**src/rtl/spectrum_bar_renderer_if.sv**
```systemverilog
// Bin-magnitude write port between the sliding-DFT stage and the bar renderer.
// The producer holds bin_valid with index/magnitude until bin_ready is seen.
interface spectrum_bar_renderer_if #(
  parameter int NUM_BINS  = 16,
  parameter int MAG_WIDTH = 16,
  parameter int IDX_W     = $clog2(NUM_BINS)
);
  logic                 bin_valid;
  logic                 bin_ready;
  logic [IDX_W-1:0]     bin_index;
  logic [MAG_WIDTH-1:0] bin_mag;

  modport master (output bin_valid, bin_index, bin_mag, input bin_ready);
  modport slave  (input bin_valid, bin_index, bin_mag, output bin_ready);
endinterface

```
**src/rtl/spectrum_bar_renderer.sv**
```systemverilog
// Spectrum bar renderer: double-buffered bin magnitudes drawn as horizontal
// bars on the VGA raster, with a per-bin peak-hold marker that is held for a
// number of frames and then decays linearly. The display bank is refreshed
// only at the vsync rising edge, followed by a one-bin-per-clock peak sweep.
module spectrum_bar_renderer #(
  parameter int NUM_BINS    = 16,
  parameter int MAG_WIDTH   = 16,
  parameter int SHIFT       = 0,
  parameter int Y0          = 0,
  parameter int BAR_PITCH   = 10,
  parameter int BAR_HEIGHT  = 9,
  parameter int HOLD_FRAMES = 30,
  parameter int DECAY       = 4,
  parameter int IDX_W       = $clog2(NUM_BINS)
) (
  input  logic       clk,
  input  logic       reset,
  input  logic       px_en,
  input  logic [9:0] x_px,
  input  logic [9:0] y_px,
  input  logic       activevideo,
  input  logic       vsync,
  spectrum_bar_renderer_if.slave bin_if,
  output logic       swap_done,
  output logic       r,
  output logic       g,
  output logic       b
);

  localparam int BW = (NUM_BINS > 1) ? $clog2(NUM_BINS) : 1;
  localparam int HW = $clog2(HOLD_FRAMES + 1);

  typedef enum logic [1:0] {IDLE, SWEEP, DONE} state_t;

  state_t state, next_state;

  logic [MAG_WIDTH-1:0] shadow  [NUM_BINS];
  logic [MAG_WIDTH-1:0] display [NUM_BINS];
  logic [MAG_WIDTH-1:0] peak    [NUM_BINS];
  logic [HW-1:0]        hold    [NUM_BINS];

  logic          vsync_q;
  logic          vsync_rise;
  logic          swap;
  logic          wr_en;
  logic [BW-1:0] sweep_idx;
  logic          sweep_last;

  logic [MAG_WIDTH-1:0] cur_disp, cur_peak, dec_peak, new_peak;
  logic [HW-1:0]        cur_hold;

  logic [9:0]  line_bin, line_row, cur_bin, cur_row;
  logic        above_y0, lit;
  logic [MAG_WIDTH-1:0] sel_mag, sel_peak;
  logic [31:0] sh_mag, sh_peak;
  logic [9:0]  bar_len, peak_pos;

  assign vsync_rise = vsync && !vsync_q;
  assign swap       = (state == IDLE) && vsync_rise;
  assign wr_en      = bin_if.bin_valid && bin_if.bin_ready;
  assign sweep_last = (sweep_idx == BW'(NUM_BINS - 1));

  // State register for the swap/sweep controller
  always_ff @(posedge clk) begin
    if (reset) state <= IDLE;
    else       state <= next_state;
  end

  // Next state: a vsync edge only starts a sweep from IDLE; edges seen later are dropped
  always_comb begin
    next_state = state;
    case (state)
      IDLE:    if (vsync_rise) next_state = SWEEP;
      SWEEP:   if (sweep_last) next_state = DONE;
      DONE:    next_state = IDLE;
      default: next_state = IDLE;
    endcase
  end

  // Controller outputs: writes only in IDLE outside the swap cycle, done pulse in DONE
  always_comb begin
    bin_if.bin_ready = 1'b0;
    swap_done        = 1'b0;
    case (state)
      IDLE:    bin_if.bin_ready = !reset && !vsync_rise;
      DONE:    swap_done = !reset;
      default: ;
    endcase
  end

  // Current bin fetched for the peak sweep, plus its decayed peak candidate
  always_comb begin
    cur_disp = display[sweep_idx];
    cur_peak = peak[sweep_idx];
    cur_hold = hold[sweep_idx];
    dec_peak = (cur_peak >= MAG_WIDTH'(DECAY)) ? cur_peak - MAG_WIDTH'(DECAY) : '0;
    new_peak = (dec_peak > cur_disp) ? dec_peak : cur_disp;
  end

  // Bin banks: shadow writes, whole-bank copy at swap, peak/hold update during sweep
  always_ff @(posedge clk) begin
    if (reset) begin
      vsync_q   <= 1'b0;
      sweep_idx <= '0;
      for (int i = 0; i < NUM_BINS; i++) begin
        shadow[i]  <= '0;
        display[i] <= '0;
        peak[i]    <= '0;
        hold[i]    <= '0;
      end
    end else begin
      vsync_q <= vsync;
      for (int i = 0; i < NUM_BINS; i++) begin
        if (wr_en && (bin_if.bin_index == IDX_W'(i))) shadow[i] <= bin_if.bin_mag;
        if (swap) display[i] <= shadow[i];
      end
      if (swap) sweep_idx <= '0;
      if (state == SWEEP) begin
        sweep_idx <= sweep_idx + BW'(1);
        if (cur_disp >= cur_peak) begin
          peak[sweep_idx] <= cur_disp;
          hold[sweep_idx] <= HW'(HOLD_FRAMES);
        end else if (cur_hold != '0) begin
          hold[sweep_idx] <= cur_hold - HW'(1);
        end else begin
          peak[sweep_idx] <= new_peak;
        end
      end
    end
  end

  generate
    if (Y0 == 0) begin : g_y0_zero
      assign above_y0 = 1'b1;
    end else begin : g_y0_nonzero
      assign above_y0 = (y_px >= 10'(Y0));
    end
  endgenerate

  // Bin/row of the pixel being drawn: reload at Y0, step once at the start of each line
  always_comb begin
    cur_bin = line_bin;
    cur_row = line_row;
    if (y_px == 10'(Y0)) begin
      cur_bin = '0;
      cur_row = '0;
    end else if (x_px == '0) begin
      if (line_row == 10'(BAR_PITCH - 1)) begin
        cur_row = '0;
        cur_bin = line_bin + 10'd1;
      end else begin
        cur_row = line_row + 10'd1;
      end
    end
  end

  // Line counters remember the bin/row of the last pixel drawn
  always_ff @(posedge clk) begin
    if (reset) begin
      line_bin <= '0;
      line_row <= '0;
    end else if (px_en) begin
      line_bin <= cur_bin;
      line_row <= cur_row;
    end
  end

  // Select the bar's magnitude and peak, then scale and clamp to the 10-bit raster
  always_comb begin
    sel_mag  = '0;
    sel_peak = '0;
    for (int i = 0; i < NUM_BINS; i++) begin
      if (cur_bin == 10'(i)) begin
        sel_mag  = display[i];
        sel_peak = peak[i];
      end
    end
    sh_mag   = 32'(sel_mag) >> SHIFT;
    sh_peak  = 32'(sel_peak) >> SHIFT;
    bar_len  = (sh_mag  > 32'd1023) ? 10'd1023 : sh_mag[9:0];
    peak_pos = (sh_peak > 32'd1023) ? 10'd1023 : sh_peak[9:0];
    lit      = above_y0 && (cur_bin < 10'(NUM_BINS)) && (cur_row < 10'(BAR_HEIGHT));
  end

  // Registered pixel colour, updated only on pixel-clock enables; the marker beats the bar
  always_ff @(posedge clk) begin
    if (reset) begin
      r <= 1'b0;
      g <= 1'b0;
      b <= 1'b0;
    end else if (px_en) begin
      if (!activevideo || !lit) begin
        {r, g, b} <= 3'b000;
      end else if ((x_px == peak_pos) && (peak_pos != '0)) begin
        {r, g, b} <= 3'b100;
      end else if (x_px < bar_len) begin
        {r, g, b} <= 3'b111;
      end else begin
        {r, g, b} <= 3'b000;
      end
    end
  end

endmodule
```
**src/flat_wrapper.sv**
```systemverilog
// flat-port wrapper written by rule: the top's interface ports become plain ports
module spectrum_bar_renderer_flat 
#(
  parameter int NUM_BINS    = 16,
  parameter int MAG_WIDTH   = 16,
  parameter int SHIFT       = 0,
  parameter int Y0          = 0,
  parameter int BAR_PITCH   = 10,
  parameter int BAR_HEIGHT  = 9,
  parameter int HOLD_FRAMES = 30,
  parameter int DECAY       = 4,
  parameter int IDX_W       = $clog2(NUM_BINS)
)
  (clk, reset, px_en, x_px, y_px, activevideo, vsync, swap_done, r, g, b, bin_if_bin_valid, bin_if_bin_index, bin_if_bin_mag, bin_if_bin_ready);
  spectrum_bar_renderer_if #(.NUM_BINS(NUM_BINS), .MAG_WIDTH(MAG_WIDTH), .IDX_W(IDX_W)) bin_if_i ();
  input  logic clk;
  input  logic reset;
  input  logic px_en;
  input  logic [9:0] x_px;
  input  logic [9:0] y_px;
  input  logic activevideo;
  input  logic vsync;
  output logic swap_done;
  output logic r;
  output logic g;
  output logic b;
  input wire logic [$bits(bin_if_i.bin_valid)-1:0] bin_if_bin_valid;
  input wire logic [$bits(bin_if_i.bin_index)-1:0] bin_if_bin_index;
  input wire logic [$bits(bin_if_i.bin_mag)-1:0] bin_if_bin_mag;
  output wire logic [$bits(bin_if_i.bin_ready)-1:0] bin_if_bin_ready;
  assign bin_if_i.bin_valid = bin_if_bin_valid;
  assign bin_if_i.bin_index = bin_if_bin_index;
  assign bin_if_i.bin_mag = bin_if_bin_mag;
  assign bin_if_bin_ready = bin_if_i.bin_ready;
  spectrum_bar_renderer #(.NUM_BINS(NUM_BINS), .MAG_WIDTH(MAG_WIDTH), .SHIFT(SHIFT), .Y0(Y0), .BAR_PITCH(BAR_PITCH), .BAR_HEIGHT(BAR_HEIGHT), .HOLD_FRAMES(HOLD_FRAMES), .DECAY(DECAY), .IDX_W(IDX_W)) u_core (.clk(clk), .reset(reset), .px_en(px_en), .x_px(x_px), .y_px(y_px), .activevideo(activevideo), .vsync(vsync), .bin_if(bin_if_i), .swap_done(swap_done), .r(r), .g(g), .b(b));
endmodule
```
**config.mk**
```make
export PLATFORM = sky130hd
export DESIGN_NAME = spectrum_bar_renderer_flat
export DESIGN_NICKNAME = d
export VERILOG_FILES = /design/src/rtl/spectrum_bar_renderer_if.sv /design/src/rtl/spectrum_bar_renderer.sv /design/src/flat_wrapper.sv
export SDC_FILE = /design/constraint.sdc
export NUM_CORES = 2
export LEC_CHECK = 0
export ABC_AREA = 1
export CAP_MARGIN = 25
export CELL_PAD_IN_SITES_DETAIL_PLACEMENT = 0
export CELL_PAD_IN_SITES_GLOBAL_PLACEMENT = 1
export CORE_UTILIZATION = 54
export DETAILED_ROUTE_END_ITERATION = 16
export PLACE_DENSITY = 0.84
export SLEW_MARGIN = 20
export SYNTH_ARGS = -nofsm -noshare
export SYNTH_HDL_FRONTEND = slang
export SYNTH_SLANG_ARGS = --single-unit
```
**constraint.sdc**
```tcl
create_clock -name clk -period 16.21 [get_ports clk]
set_input_delay 2.4315 -clock clk [delete_from_list [all_inputs] [get_ports clk]]
set_output_delay 2.4315 -clock clk [all_outputs]
set_load 0.1 [all_outputs]
```
==> metrics.cfg <==
[synthesis]
syn_inst=4710
ys_seq_elements=881
synthTopCellsByArea=edfxtp_1 (58%), nor2_1 (9.8%), nand2_1 (5.6%)
netlist_area_sq_um=43500
synth_top_cell_area_share_pct=58.5
yosysSeqAreaShare_pct=60.0
syn_avg_cell_area_sq_um=9.24
synth_ff_type=edfxtp_1
synth_top_cell_by_area=edfxtp_1
async_flop_share_pct=0
synth_edf_count=848
synth_cell_types=59
yosysWarnings=0
syn-num-nets=4807

[min_path]
hp-start=u_core.g
min-delay-path-class=reg -> reg

[sta]
worstMarginPinSlew_ns=1.17
relSlewSlack_pct=22.3
fmax_mhz=116
hold_viol=0
rsz0062_at_grt=false
setup_viol=0
report.final.slew_viol_count=0
fin_crit_sh_pct=53.1
fin_skew_ns=0.0660
fin_setup_tns_ns=0
whs_ns=0.516
finalWorstSetupSlack_ns=7.61
fin_crit_ns=8.60

[routing]
wl_per_cell_um=24.4
drtIter0Drc=5281
vias_per_cell=5.95
routed_wl_um=141000
num_vias=34403
drtAntennaViolNets=0
drc_errors=0
drtPass1Iterations=6

[cells_and_area]
layout_commonest_cell=nor2_1
layout_common_cells=nor2_1 (1136), edfxtp_1 (848), nand2_1 (646)
fill_cells=6926
diodes=0
fin_area_sq_um=47900
final_nets=4746
drive_above_1_share_pct=6.45
synthToLayoutAreaGrowth_pct=9.94

[clocking]
clockBufferDepth=3
clock_sinks=881
postCtsSetupBuffers=0
cts_root_buf=clkbuf_16
cts_resized=0
cts-buffers-inserted=93
clk_latency_ns=0.70
hold_buffers=0
h-tree-depth=3
cts_tree=done
clk_pin_slew_ns=0.06

[floorplanning]
rows=103
die_w_um=286
die_h_um=286
start_util_pct=54.8
die_area_sq_um=81800
ioPinCount=51
core_area_sq_um=79400

[worst_setup_path]
worstSetupEndpointType=flop
critPathLaunch=x_px[3]
start_kind=input pin
path_class=in -> reg
r2r-end=u_core.peak[10][13]
critPathMaxStageDelay_ns=0.83
crit_path_end=u_core.g
cp_max_fo=27
crit_arrival_ns=9.17
cp_common_cell=nand2_1
rrSetupSlack_ns=7.78
required_ns=16.78
cpMaxStageDelayCell=inv_2
reg2reg_depth=33

[placed_design]
dp_slack_ns=6.98
placed_area_sq_um=44700
place_hpwl_um=93300
port-buffer-count=50
gp_congestion=0.938

[grt]
grt_pass1_wl_um=206000
gr-usage-all-layers_pct=34.2
first_global_vias=31556
overflow=0
antenna_found_initial=0
grt_max_degree=129

[power]
power.density_nw_per_um2=117
p_leak_nw=18.8
irDropWorstVdd_mv=0.101

[status]
status=finished clean

[run]
drv_cap=0

[cell usage after synthesis, types with 3 or more instances]
cell	number
a211oi_1	5
a21oi_1	216
a21oi_2	10
a221oi_1	15
a31oi_1	3
buf_1	10
buf_2	57
buf_4	11
buf_6	3
clkbuf_1	187
clkinv_1	4
dfxtp_1	33
edfxtp_1	848
ha_1	51
inv_1	538
inv_2	20
nand2_1	648
nand2_2	10
nand2_4	4
nand3_1	197
nand3_2	7
nand3b_1	10
nand4_1	59
nor2_1	1140
nor2_2	10
nor2_4	7
nor2_8	3
nor3_1	31
nor4_1	8
o2111ai_1	13
o211ai_1	72
o21a_1	4
o21ai_0	344
o21ai_1	7
o221ai_1	50
o22ai_1	23
o311ai_0	5
o31ai_1	3
or2_2	9
xor2_1	8
[metrics by stage]
| stage | utilization (%) | instances | power [W] |
|---|---|---|---|
| finish | 60.3 | 5779 | 0.00562 |
| CTS | 60.3 | 5777 | 0.00560 |
| floorplan | - | 4710 | 0.00320 |
| global route | 60.3 | 5779 | 0.00578 |
| global placement | 56.4 | 5602 | 0.00348 |
| detailed placement | 56.4 | 5602 | 0.00348 |
[critical path: cells and delay by family]
kind,cells,cell delay (ns)
buffers and inverters,2,1.34
AO/OA/AOI/OAI,9,1.09
adder cells (fa/ha/maj),1,0.30
AND/OR/NAND/NOR,24,3.96
[worst min path at each step]
stage / endpoint / slack [ns] / depth (start not counted)
2_1_floorplan: u_core.line_row[3] / 0.49 / 2
3_3_place_gp: u_core.g / 0.49 / 2
3_5_place_dp: u_core.g / 0.51 / 2
4_1_cts: u_core.g / 0.52 / 2
5_1_grt: u_core.display[15][12] / 0.54 / 2
6_report: u_core.g / 0.52 / 2
[flip-flops by register name, summed over array words and instances, names as in the netlist, 2 cells and up, named ones only]
| register | count |
|---|---|
| u_core.display | 256 |
| u_core.peak | 256 |
| u_core.shadow | 256 |
| u_core.hold | 80 |
| u_core.line_bin | 10 |
| u_core.line_row | 10 |
| u_core.sweep_idx | 4 |
| u_core.state | 2 |
[layer usage]
| layer | vias to the layer above | global-route usage (%) | wire, um |
|---|---|---|---|
| met5 | - | 0 | 0 |
| met4 | 0 | 15.2 | 6500 |
| met3 | 300 | 6.09 | 14900 |
| met2 | 2015 | 51.8 | 62300 |
| met1 | 16381 | 48.4 | 57100 |
| li1 | 15707 | - | - |
[layout make-up]
class                   instances  area, sq um  share of cell area, %
inverters                     564         2130                   4.45
multi-input cells            2997        14200                   29.7
flip-flops and latches        881        26100                   54.6
repair buffers                112          980                   2.05
well taps                    1050         1310                   2.74
clock buffers                 112         2440                   5.10
clock inverters                63          664                   1.39
[cell families after synthesis]
kind of cell               after synthesis  synth area share (%)
and+or+nand+nor                       2154                  20.4
adders and majority gates               51                  1.47
DFF                                    881                  60.0
AOI/OAI and AO/OA                      782                  10.4
buffers and inverters                  832                  7.49
xor gates and xnor gates                10                 0.201
[where the power goes]
| part | internal, W | switching [W] | total [W] |
|---|---|---|---|
| Sequential | 0.00263 | 0.0000672 | 0.00270 |
| Combinational | 0.000193 | 0.000566 | 0.000760 |
| Clock | 0.00122 | 0.000949 | 0.00216 |
| Total | 0.00404 | 0.00158 | 0.00562 |
(Power assumes the default switching activity.)
